===== src/rtl/jtag_imem_chain_pkg.sv =====
// Shared types and sizes for the JTAG instruction-memory access chain.
package as_pack;

    localparam int imem_aw        = 10;
    localparam int imem_dw        = 32;
    localparam int imem_chain_len = 2 + imem_aw + imem_dw;

    typedef enum logic [1:0] {
        CMD_NOP       = 2'b00,
        CMD_WRITE     = 2'b01,
        CMD_READ      = 2'b10,
        CMD_WRITE_INC = 2'b11
    } imem_cmd_t;

    typedef enum logic {
        ST_IDLE = 1'b0,
        ST_REQ  = 1'b1
    } imem_state_t;

endpackage


===== src/rtl/jtag_imem_chain_shift_reg.sv =====
// Generic L-bit JTAG data register: serial shift toward bit 0, or parallel capture.
module jtag_shift_reg #(
    parameter int L = 8
) (
    input  logic         clk_i,
    input  logic         rst_ni,
    input  logic         tdi_i,
    input  logic         shift_en_i,
    input  logic         capture_en_i,
    input  logic [L-1:0] cap_data_i,
    output logic [L-1:0] sr_o
);

    logic [L-1:0] sr_q;
    logic [L-1:0] sr_d;

    always_comb begin
        sr_d = sr_q;
        if (shift_en_i) begin
            sr_d = {tdi_i, sr_q[L-1:1]};
        end else if (capture_en_i) begin
            sr_d = cap_data_i;
        end
    end

    always_ff @(posedge clk_i or negedge rst_ni) begin
        if (!rst_ni) begin
            sr_q <= '0;
        end else begin
            sr_q <= sr_d;
        end
    end

    assign sr_o = sr_q;

endmodule


===== src/rtl/jtag_imem_chain.sv =====
// JTAG I-Mem access chain: shifted {cmd, addr, data} runs one req/ack access on update.
// Define IMEM_CHAIN_TIMEOUT_EN to abort requests left unacknowledged for TIMEOUT cycles.
module jtag_imem_chain
    import as_pack::*;
#(
    parameter int AW      = imem_aw,
    parameter int DW      = imem_dw,
    parameter int TIMEOUT = 64
) (
    input  logic          tck_i,
    input  logic          trst_ni,
    input  logic          tdi_i,
    output logic          tdo_o,
    input  logic          shift_i,
    input  logic          clock_i,
    input  logic          upd_i,
    input  logic          mode_i,
    output logic          mem_req_o,
    output logic          mem_we_o,
    output logic [AW-1:0] mem_addr_o,
    output logic [DW-1:0] mem_wdata_o,
    input  logic [DW-1:0] mem_rdata_i,
    input  logic          mem_ack_i
);

    localparam int L = 2 + AW + DW;

    logic [L-1:0]  sr_q;
    logic [L-1:0]  cap_word;
    imem_cmd_t     sr_cmd;
    logic [AW-1:0] sr_addr;

    imem_state_t   state_q;
    imem_cmd_t     cmd_q;
    logic [AW-1:0] addr_q;
    logic [AW-1:0] ptr_q;
    logic [DW-1:0] rdata_q;
    logic          err_q;
    logic          err_d;
    logic          req_q;
    logic          we_q;
    logic [AW-1:0] maddr_q;
    logic [DW-1:0] wdata_q;

    logic          busy;
    logic          capture_en;
    logic          shift_en;
    logic          upd_accept;
    logic          upd_overlap;
    logic          timeout_hit;

    assign busy        = (state_q == ST_REQ);
    assign shift_en    = clock_i & shift_i;
    assign capture_en  = clock_i & ~shift_i;
    assign upd_accept  = upd_i & mode_i & ~busy;
    assign upd_overlap = upd_i & mode_i & busy;

    assign sr_cmd   = imem_cmd_t'(sr_q[L-1:L-2]);
    assign sr_addr  = sr_q[AW+DW-1:DW];
    assign cap_word = {err_q, busy, ptr_q, rdata_q};

    jtag_shift_reg #(
        .L (L)
    ) u_sr (
        .clk_i        (tck_i),
        .rst_ni       (trst_ni),
        .tdi_i        (tdi_i),
        .shift_en_i   (shift_en),
        .capture_en_i (capture_en),
        .cap_data_i   (cap_word),
        .sr_o         (sr_q)
    );

    // A capture clears the sticky error, but an error raised on the same edge survives it.
    assign err_d = (err_q & ~capture_en) | upd_overlap | timeout_hit;

`ifdef IMEM_CHAIN_TIMEOUT_EN
    localparam int CW = $clog2(TIMEOUT + 1);

    logic [CW-1:0] tmo_cnt_q;

    assign timeout_hit = busy & ~mem_ack_i & (tmo_cnt_q == CW'(TIMEOUT - 1));

    always_ff @(posedge tck_i or negedge trst_ni) begin
        if (!trst_ni) begin
            tmo_cnt_q <= '0;
        end else if (!busy) begin
            tmo_cnt_q <= '0;
        end else begin
            tmo_cnt_q <= tmo_cnt_q + CW'(1);
        end
    end
`else
    assign timeout_hit = 1'b0;
`endif

    always_ff @(posedge tck_i or negedge trst_ni) begin
        if (!trst_ni) begin
            state_q <= ST_IDLE;
            cmd_q   <= CMD_NOP;
            addr_q  <= '0;
            ptr_q   <= '0;
            rdata_q <= '0;
            err_q   <= 1'b0;
            req_q   <= 1'b0;
            we_q    <= 1'b0;
            maddr_q <= '0;
            wdata_q <= '0;
        end else begin
            err_q <= err_d;
            case (state_q)
                ST_IDLE: begin
                    if (upd_accept) begin
                        cmd_q   <= sr_cmd;
                        addr_q  <= sr_addr;
                        wdata_q <= sr_q[DW-1:0];
                        if (sr_cmd != CMD_NOP) begin
                            state_q <= ST_REQ;
                            req_q   <= 1'b1;
                            we_q    <= (sr_cmd == CMD_WRITE) || (sr_cmd == CMD_WRITE_INC);
                            maddr_q <= (sr_cmd == CMD_WRITE_INC) ? ptr_q : sr_addr;
                        end
                    end
                end
                ST_REQ: begin
                    if (mem_ack_i) begin
                        state_q <= ST_IDLE;
                        req_q   <= 1'b0;
                        if (cmd_q == CMD_READ) begin
                            rdata_q <= mem_rdata_i;
                        end
                        ptr_q <= (cmd_q == CMD_WRITE_INC) ? ptr_q + AW'(1) : addr_q + AW'(1);
                    end else if (timeout_hit) begin
                        state_q <= ST_IDLE;
                        req_q   <= 1'b0;
                    end
                end
                default: begin
                    state_q <= ST_IDLE;
                    req_q   <= 1'b0;
                end
            endcase
        end
    end

    assign tdo_o       = sr_q[0];
    assign mem_req_o   = req_q;
    assign mem_we_o    = we_q;
    assign mem_addr_o  = maddr_q;
    assign mem_wdata_o = wdata_q;

endmodule


===== config.mk =====
export PLATFORM = sky130hd
export DESIGN_NAME = jtag_imem_chain
export DESIGN_NICKNAME = d
export VERILOG_FILES = /design/src/rtl/jtag_imem_chain_pkg.sv /design/src/rtl/jtag_imem_chain_shift_reg.sv /design/src/rtl/jtag_imem_chain.sv
export SDC_FILE = /design/constraint.sdc
export NUM_CORES = 1
export LEC_CHECK = 0
export ABC_AREA = 1
export ABC_CLOCK_PERIOD_IN_PS = 2600
export CAP_MARGIN = 30
export CORE_MARGIN = 8
export CORE_UTILIZATION = 50
export CTS_CLUSTER_SIZE = 12
export DETAILED_ROUTE_END_ITERATION = 12
export HOLD_SLACK_MARGIN = 0.12
export PLACE_DENSITY = 0.85
export SYNTH_ARGS = -nofsm -noshare
export SYNTH_HDL_FRONTEND = slang
export SYNTH_SLANG_ARGS = --single-unit

===== constraint.sdc =====
create_clock -name tck_i -period 2.6 [get_ports tck_i]
set_input_delay 0.26 -clock tck_i [delete_from_list [all_inputs] [get_ports tck_i]]
set_output_delay 0.26 -clock tck_i [all_outputs]
set_load 0.01 [all_outputs]

# After elaboration in Yosys (flattened, before gate mapping)
# Index checks and enable logic that the tools add are counted.
[word_totals] n_memories=0 latch_bits=0 inputBits=40 ram_bits=0 elab_cells=50 ff_bits=144 out_inout_bits=45 mem_bits_ro=0
[classes] addsub=2 reduce_logical=8 muxes=12 n_bitwise=10 mul=0 shift=0 n_lt_le_gt_ge=0 div=0 eq_ne=7
[op_table] cell="$mux W44" n=2
[op_table] cell="$add A10 B1 Y10 const B" n=2
[op_table] cell="$mux W10" n=2
[op_table] cell="$reduce_and A3 Y1" n=3
[op_table] cell="$and A1 B1 Y1" n=6
[op_table] cell="$eq A2 B2 Y1 const B" n=3
[op_table] cell="$mux W1" n=6
[op_table] cell="$ne A2 B2 Y1 const B" n=2
[op_table] cell="$pmux W1 S2" n=2
[op_table] cell="$reduce_and A2 Y1" n=2
[op_table] cell="$reduce_bool A2 Y1" n=2
[op_table] cell="$not A1 Y1" n=3
[op_table] cell="$eq A2 B1 Y1 const B" n=1
[op_table] cell="$ne A2 B1 Y1 const B" n=1
[op_table] cell="$logic_or A1 B1 Y1" n=1
[op_table] cell="$or A1 B1 Y1" n=1

# Logic depth before layout (Yosys ltp)
# Gate-level depths: netlist of run 1.
[depth] depth_word=5 ltp_mapped=11 mapped_depth_nobuf=10

# Modules after synthesis
# Synthesis of run 1 repeated with hierarchy kept, for this count alone.
[unflattened] hier_cells=677 area_unflattened_um2=6386.1
[modules_own_cells] module="jtag_imem_chain" cells_per_inst=437 n_inst=1 area_per_inst_um2=4361.7 seq_area_each_um2=2502.4
[modules_own_cells] module="jtag_shift_reg" cells_per_inst=240 n_inst=1 area_per_inst_um2=2024.4 seq_area_each_um2=1101.1

# Worst setup path after synthesis of run 1
# Ideal clock, no wire load.
[synth_path] kind="flip-flop to flip-flop" from="register cmd_q[1]" to="register ptr_q[6]" setup_ns=0.117 n_path_buf=1 required_ns=2.483 path_stages_with_launch=11 synth_period_minus_slack_ns=1.428 arrival_ns=1.311 slack_ns=1.172 path_cell_list="dfrtp_1 > nand2_1 > buf_4 > nand2_1 > nand2_2 > ha_1 > nand2_2 > nor2_4 > nand3_1 > nand3_1 > nand2_1"
[synth_via] elab_chain_len=2
[synth_rtl] item="from (decl)" line_no="jtag_imem_chain.sv:34" text="imem_cmd_t cmd_q;"
[synth_rtl] item="from (signal assigned)" line_no="jtag_imem_chain.sv:114" text="cmd_q <= sr_cmd;"
[synth_rtl] item="$eq A2 B2 Y1" line_no="jtag_imem_chain.sv:132" text="ptr_q <= (cmd_q == CMD_WRITE_INC) ? ptr_q + AW'(1) : addr_q + AW'(1);"
[synth_rtl] item="$mux W10" line_no="jtag_imem_chain.sv:132"
[synth_rtl] item="to (signal assigned)" line_no="jtag_imem_chain.sv:132"
[synth_rtl] item="to (decl)" line_no="jtag_imem_chain.sv:36" text="logic [AW-1:0] ptr_q;"
# Every way passes these cells.
# A chain may end at the register's enable or synchronous reset.

# Final worst setup path of run 1
[layout_path] from="register cmd_q[0]" to="register ptr_q[6]"
# Same word-level chain as after synthesis.

==> flow_metrics.env, run 1 <==
export IMPL_grt_first_pass_wirelength_um=24800
export IMPL_powerDensity_nw_per_um2=1080
export IMPL_wl_per_cell_um=16.6
export IMPL_clk_latency_ns=0.42
export IMPL_synth_top_flop_cell="dfrtp_1"
export IMPL_worstMarginPinSlew_ns=0.869
export IMPL_worstPathMaxFanout=11
export IMPL_drive_gt1_share_pct=12.3
export IMPL_status="finished clean"
export IMPL_fin_ws_ns=0.515
export IMPL_antenna_cells=0
export IMPL_ys_types=27
export IMPL_drc=0
export IMPL_die_h_um=127
export IMPL_cts_buffer_depth=2
export IMPL_setup_viol=0
export IMPL_place_ws_ns=0.568
export IMPL_syn_instance_count=646
export IMPL_slew_headroom_pct=42.0
export IMPL_syn2layout_area_growth_pct=25.1
export IMPL_cts_tree="done"
export IMPL_fmax_ghz=0.480
export IMPL_num_vias=4817
export IMPL_crit_path_start_kind="register"
export IMPL_die_area_um2=16100
export IMPL_fin_crit_ns=2.08
export IMPL_start_util_pct=51.1
export IMPL_synth_edff_count=0
export IMPL_root_buffer="clkbuf_16"
export IMPL_dp_hpwl_um=9930
export IMPL_yosysSeqAreaShare_pct=58.8
export IMPL_ant_nets=0
export IMPL_hold_violations=0
export IMPL_place_congestion=0.867
export IMPL_vias_per_cell=5.40
export IMPL_hold_class="primary input to register"
export IMPL_post_synth_cell_area_avg_um2=9.49
export IMPL_io_pins=85
export IMPL_power_leakage_nw=3.82
export IMPL_grt_overflow=0
export IMPL_worstSetupPathType="register to register"
export IMPL_cts_buffers=17
export IMPL_cts_resized=0
export IMPL_peakVddDrop_v=0.000602
export IMPL_critical_path_arrival_ns=2.39
export IMPL_max_cap_violations=0
export IMPL_finalCritPeriodShare_pct=80.2
export IMPL_cp_end_kind="register"
export IMPL_nNetsFinal=773
export IMPL_fin_tns_setup_ns=0
export IMPL_grt_start_max_net_pins=83
export IMPL_async_flop_share_pct=100
export IMPL_grt_pass1_vias=5052
export IMPL_grt_usage_pct=19.3
export IMPL_path_clk_slew_ns=0.06
export IMPL_worstPathRequired_ns=2.90
export IMPL_fin_worst_skew_ns=0.00887
export IMPL_dieWidth_um=127
export IMPL_rsz0062_at_grt="false"
export IMPL_numPortBuffers=84
export IMPL_drt_iter0_markers=407
export IMPL_synth_nets=687
export IMPL_cts_num_sinks=144
export IMPL_synth_area_um2=6130
export IMPL_drt_total_wl_um=14800
export IMPL_rows=40
export IMPL_yosys_warnings=0
export IMPL_htreeDepth=4
export IMPL_antenna_found_initial=0
export IMPL_slew_violations=0
export IMPL_drt_pass1_iterations=7
export IMPL_fillCellCount=930
export IMPL_core_area_um2=12000
export IMPL_ys_ff_latch=144
[cell type report]
type                       count  area, um^2  share of cell area (%)
clock inverter                10        86.3                    1.13
tap                          147         184                    2.40
sequential                   144        3600                    47.0
inverter                      26        97.6                    1.27
multi-input combinational    444        2270                    29.5
timing repair buffer          99         970                    12.6
clock buffer                  22         464                    6.05
[report_power, final]
part / total, W / internal (W) / switching [W]
logic: 0.00229 / 0.00122 / 0.00108
clock network: 0.00226 / 0.00136 / 0.000898
registers: 0.00376 / 0.00313 / 0.000625
[worst max-delay path, stage by stage (launching register included)]
cell     delay, ns
dfrtp_1       0.61
nand2_1       0.41
nand2_1       0.20
nand2_2       0.08
ha_1          0.24
nand2_2       0.12
nor2_4        0.06
nand2_1       0.06
nand3_1       0.06
nand3_1       0.07
nand2_1       0.05
[what timing repair did]
action / in CTS / in global routing
hold buffers: 1 / 0
buffers inserted: 0 / 0
endpoints found under the hold margin: 78 / 0
endpoints found under the setup margin: 0 / 0
[placed cells by master, fill, tap and decap left out, types with 4 or more instances in the layout]
| cell | n |
|---|---|
| buf_4 | 13 |
| clkbuf_16 | 17 |
| clkdlybuf4s50_1 | 83 |
| clkinv_2 | 6 |
| dfrtp_1 | 144 |
| inv_1 | 23 |
| mux2_4 | 28 |
| nand2_1 | 288 |
| nand2_2 | 6 |
| nand3_1 | 45 |
| nor2_1 | 5 |
| o211ai_1 | 4 |
| o21ai_0 | 39 |
| o221ai_1 | 11 |
[final timing paths]
check	startpoint	endpoint	slack, ns	cells past startpoint
worst min register to register	mem_wdata_o[1]$_DFFE_PN0P_	mem_wdata_o[1]$_DFFE_PN0P_	0.47	2
max in group asynchronous	trst_ni	ptr_q[6]$_DFFE_PN0P_	1.38	3
min in group asynchronous	trst_ni	mem_wdata_o[0]$_DFFE_PN0P_	0.46	2
worst max-delay path	cmd_q[0]$_DFFE_PN0P_	ptr_q[6]$_DFFE_PN0P_	0.52	10
worst min-delay path	mem_ack_i	busy$_DFF_PN0_	0.44	2
worst max register to register	cmd_q[0]$_DFFE_PN0P_	ptr_q[6]$_DFFE_PN0P_	0.52	10
[state kept, by name (all words and copies together) (netlist names)]
register,cells
busy,1
err_q,1
rdata_q,32
addr_q,10
u_sr.sr_o,44
ptr_q,10
mem_addr_o,10
mem_req_o,1
mem_wdata_o,32
mem_we_o,1
cmd_q,2
[cells by family after synthesis]
group	share of synthesized area, %
compound gates	5.83
flops	58.8
simple gates	23.4
fa+ha+maj	0.204
mux	7.41
buf+inv	4.37
[synth_stat cells, types with 5 or more instances]
cell type | instances | share of area (%)
nand2_2 | 6 | 0.61
mux2_4 | 28 | 6.9
inv_1 | 23 | 1.4
nor2_1 | 5 | 0.31
nand3_1 | 45 | 3.7
o21ai_0 | 39 | 3.2
dfrtp_1 | 144 | 59
nand2_1 | 288 | 18
clkbuf_1 | 16 | 0.98
o221ai_1 | 11 | 1.6
buf_2 | 9 | 0.73
[stage by stage]
step	utilization, %	cells	area (um^2)	hold WS [ns]	power [W]
floorplan	-	646	6130	-0.0356	0.00494
global placement	59.2	859	7110	0.335	0.00594
detailed placement	59.2	859	7110	0.347	0.00605
CTS	63.9	892	7670	0.420	0.00836
global route	63.9	892	7670	0.436	0.00879
finish	63.9	892	7670	0.445	0.00831
[layer usage]
metal  up-vias  routed length, um  GRT usage, %
met5         -                  0             0
met4         0                292          7.91
met3        25                903          5.32
met2       173               7220          31.5
met1      2366               6380          23.8
li1       2253                  -             -
No activity file was read; power rests on OpenSTA's default activity.
==> run 2: changes to the inputs <==
ABC_CLOCK_PERIOD_IN_PS = 1900   (was 2600)
CORE_UTILIZATION = 49   (was 50)
PLACE_DENSITY = 0.87   (was 0.85)
clock period = 1.9 ns   (was 2.6 ns; I/O delays follow)
==> run 2 against run 1 <==
  * Total power up 40%
  * Fmax rose by 28%
  * Largest power group unchanged
  * Critical path type unchanged
  * Global-route usage fell by 0.72 points
  * Combinational power rose by 37%
==> flow_metrics.env, run 2 (synthesis gave the netlist of run 1 again) <==
export IMPL_slew_headroom_pct=42.8
export IMPL_dp_cells=890
export IMPL_path_clk_slew_ns=0.06
export IMPL_post_route_util_pct=63.2
export IMPL_worstSetupStartpoint="cmd_q[1]$_DFFE_PN0P_"
export IMPL_largest_register_ffs=44
export IMPL_cp_end_kind="register"
export IMPL_syn2layout_area_growth_pct=27.8
export IMPL_clk_latency_ns=0.42
export IMPL_htreeDepth=4
export IMPL_critical_path_arrival_ns=1.93
export IMPL_drc=0
export IMPL_hold_class="primary input to asynchronous set/reset pin"
export IMPL_root_buffer="clkbuf_16"
export IMPL_dieWidth_um=128
export IMPL_drt_pass1_iterations=5
export IMPL_status="finished clean"
export IMPL_slew_violations=0
export IMPL_num_vias=4808
export IMPL_final_cells=922
export IMPL_rsz0062_at_grt="false"
export IMPL_seq_area_um2=3600
export IMPL_cts_setup_buffers=0
export IMPL_finalCritPeriodShare_pct=85.7
export IMPL_fmax_ghz=0.614
export IMPL_crit_end="ptr_q[6]$_DFFE_PN0P_"
export IMPL_hold_violations=0
export IMPL_io_pins=85
export IMPL_multi_input_area_um2=2270
export IMPL_r2r_cells=9
export IMPL_numPortBuffers=84
export IMPL_drive_gt1_share_pct=13.1
export IMPL_antenna_found_initial=0
export IMPL_antenna_cells=0
export IMPL_crit_path_start_kind="register"
export IMPL_nNetsFinal=779
export IMPL_ant_nets=0
export IMPL_drt_total_wl_um=14400
export IMPL_fillCellCount=965
export IMPL_cts_num_sinks=144
export IMPL_power_leakage_nw=3.88
export IMPL_max_cap_violations=0
export IMPL_cts_buffer_depth=2
export IMPL_worstSetupPathType="register to register"
export IMPL_die_area_um2=16400
export IMPL_cts_buffers=17
export IMPL_fin_worst_skew_ns=0.00949
export IMPL_die_h_um=128
export IMPL_r2r_setup_slack_ns=0.27
export IMPL_start_util_pct=49.4
export IMPL_grt_pass1_vias=4773
export IMPL_worstMarginPinSlew_ns=0.857
export IMPL_setup_viol=0
export IMPL_grt_start_max_net_pins=54
export IMPL_powerDensity_nw_per_um2=1490
export IMPL_cts_resized=0
export IMPL_grt_first_pass_wirelength_um=24000
export IMPL_core_area_um2=12400
export IMPL_wl_per_cell_um=15.6
export IMPL_worstPathRequired_ns=2.20
export IMPL_final_common_cell="nand2_1"
export IMPL_place_congestion=0.849
export IMPL_grt_overflow=0
export IMPL_fin_tns_setup_ns=0
export IMPL_mostFrequentLayoutCells="288 x nand2_1, 144 x dfrtp_1, 83 x clkdlybuf4s50_1"
export IMPL_dp_hpwl_um=9460
export IMPL_drt_iter0_markers=374
export IMPL_rr_startpoint="cmd_q[1]$_DFFE_PN0P_"
export IMPL_cts_tree="done"
export IMPL_p_total_w=0.0117
export IMPL_grt_usage_pct=18.6
export IMPL_place_area_um2=7230
export IMPL_rows=41
export IMPL_peakVddDrop_v=0.000715
export IMPL_worstPathMaxFanout=6
export IMPL_design_area_um2=7840
export IMPL_ctsHoldBuffers=1
export IMPL_r2r_end="ptr_q[6]$_DFFE_PN0P_"
export IMPL_vias_per_cell=5.21
export IMPL_fin_crit_ns=1.63
-- run 2: changes by cell type in the layout (fill, tap and decap cells not counted), sizes merged --
cell / change
buf: +6
clkinv: -6
clkinvlp: +3
bufinv: +2
-- run 2: worst max-delay path: stages (launching register included) --
cell	delay, ns
dfrtp_1	0.46
nand2_1	0.19
nand2_1	0.09
nand2_2	0.10
ha_1	0.19
nand2_2	0.10
nor2_4	0.16
nand3_1	0.09
nand3_1	0.09
nand2_1	0.05
-- run 2: power by group --
part           internal [W]  switching (W)  total [W]
sequential          0.00429       0.000858    0.00515
clock               0.00216        0.00122    0.00338
combinational       0.00169        0.00145    0.00314
total               0.00814        0.00352     0.0117
-- run 2: final cells by class --
cell class,count,area share [%]
Sequential cell,144,46.0
Tap cell,172,2.74
Clock buffer,22,6.05
Timing Repair Buffer,105,13.4
Inverter,26,1.24
Clock inverter,9,1.68
Multi-Input combinational cell,444,28.9
-- run 2: per-layer routing --
layer  GRT usage, %  vias up  part of all wire (%)
li1               -     2265                     -
met1           22.9     2348                    42
met2           30.3      166                    50
met3           5.32       29                   6.2
met4           7.20        0                   2.0
met5              0        -                     0
-- run 2: metrics by stage --
stage	hold WS [ns]	worst slack, ns
6_report	0.303	0.271
5_1_grt	0.343	0.123
4_1_cts	0.308	0.282
3_5_place_dp	0.172	0.107
3_3_place_gp	0.172	0.157
2_1_floorplan	-0.106	0.472
-- run 2: how the worst min path moves through the flow --
| stage | from | endpoint | slack (ns) | cells past startpoint |
|---|---|---|---|---|
| CTS | trst_ni | mem_addr_o[6]$_DFFE_PN0P_ | 0.31 | 2 |
| floorplan | trst_ni | addr_q[0]$_DFFE_PN0P_ | -0.11 | 0 |
| global placement | trst_ni | mem_addr_o[9]$_DFFE_PN0P_ | 0.17 | 1 |
| finish | trst_ni | mem_addr_o[9]$_DFFE_PN0P_ | 0.30 | 2 |
| global route | trst_ni | mem_addr_o[9]$_DFFE_PN0P_ | 0.34 | 2 |
| detailed placement | trst_ni | mem_addr_o[9]$_DFFE_PN0P_ | 0.17 | 1 |
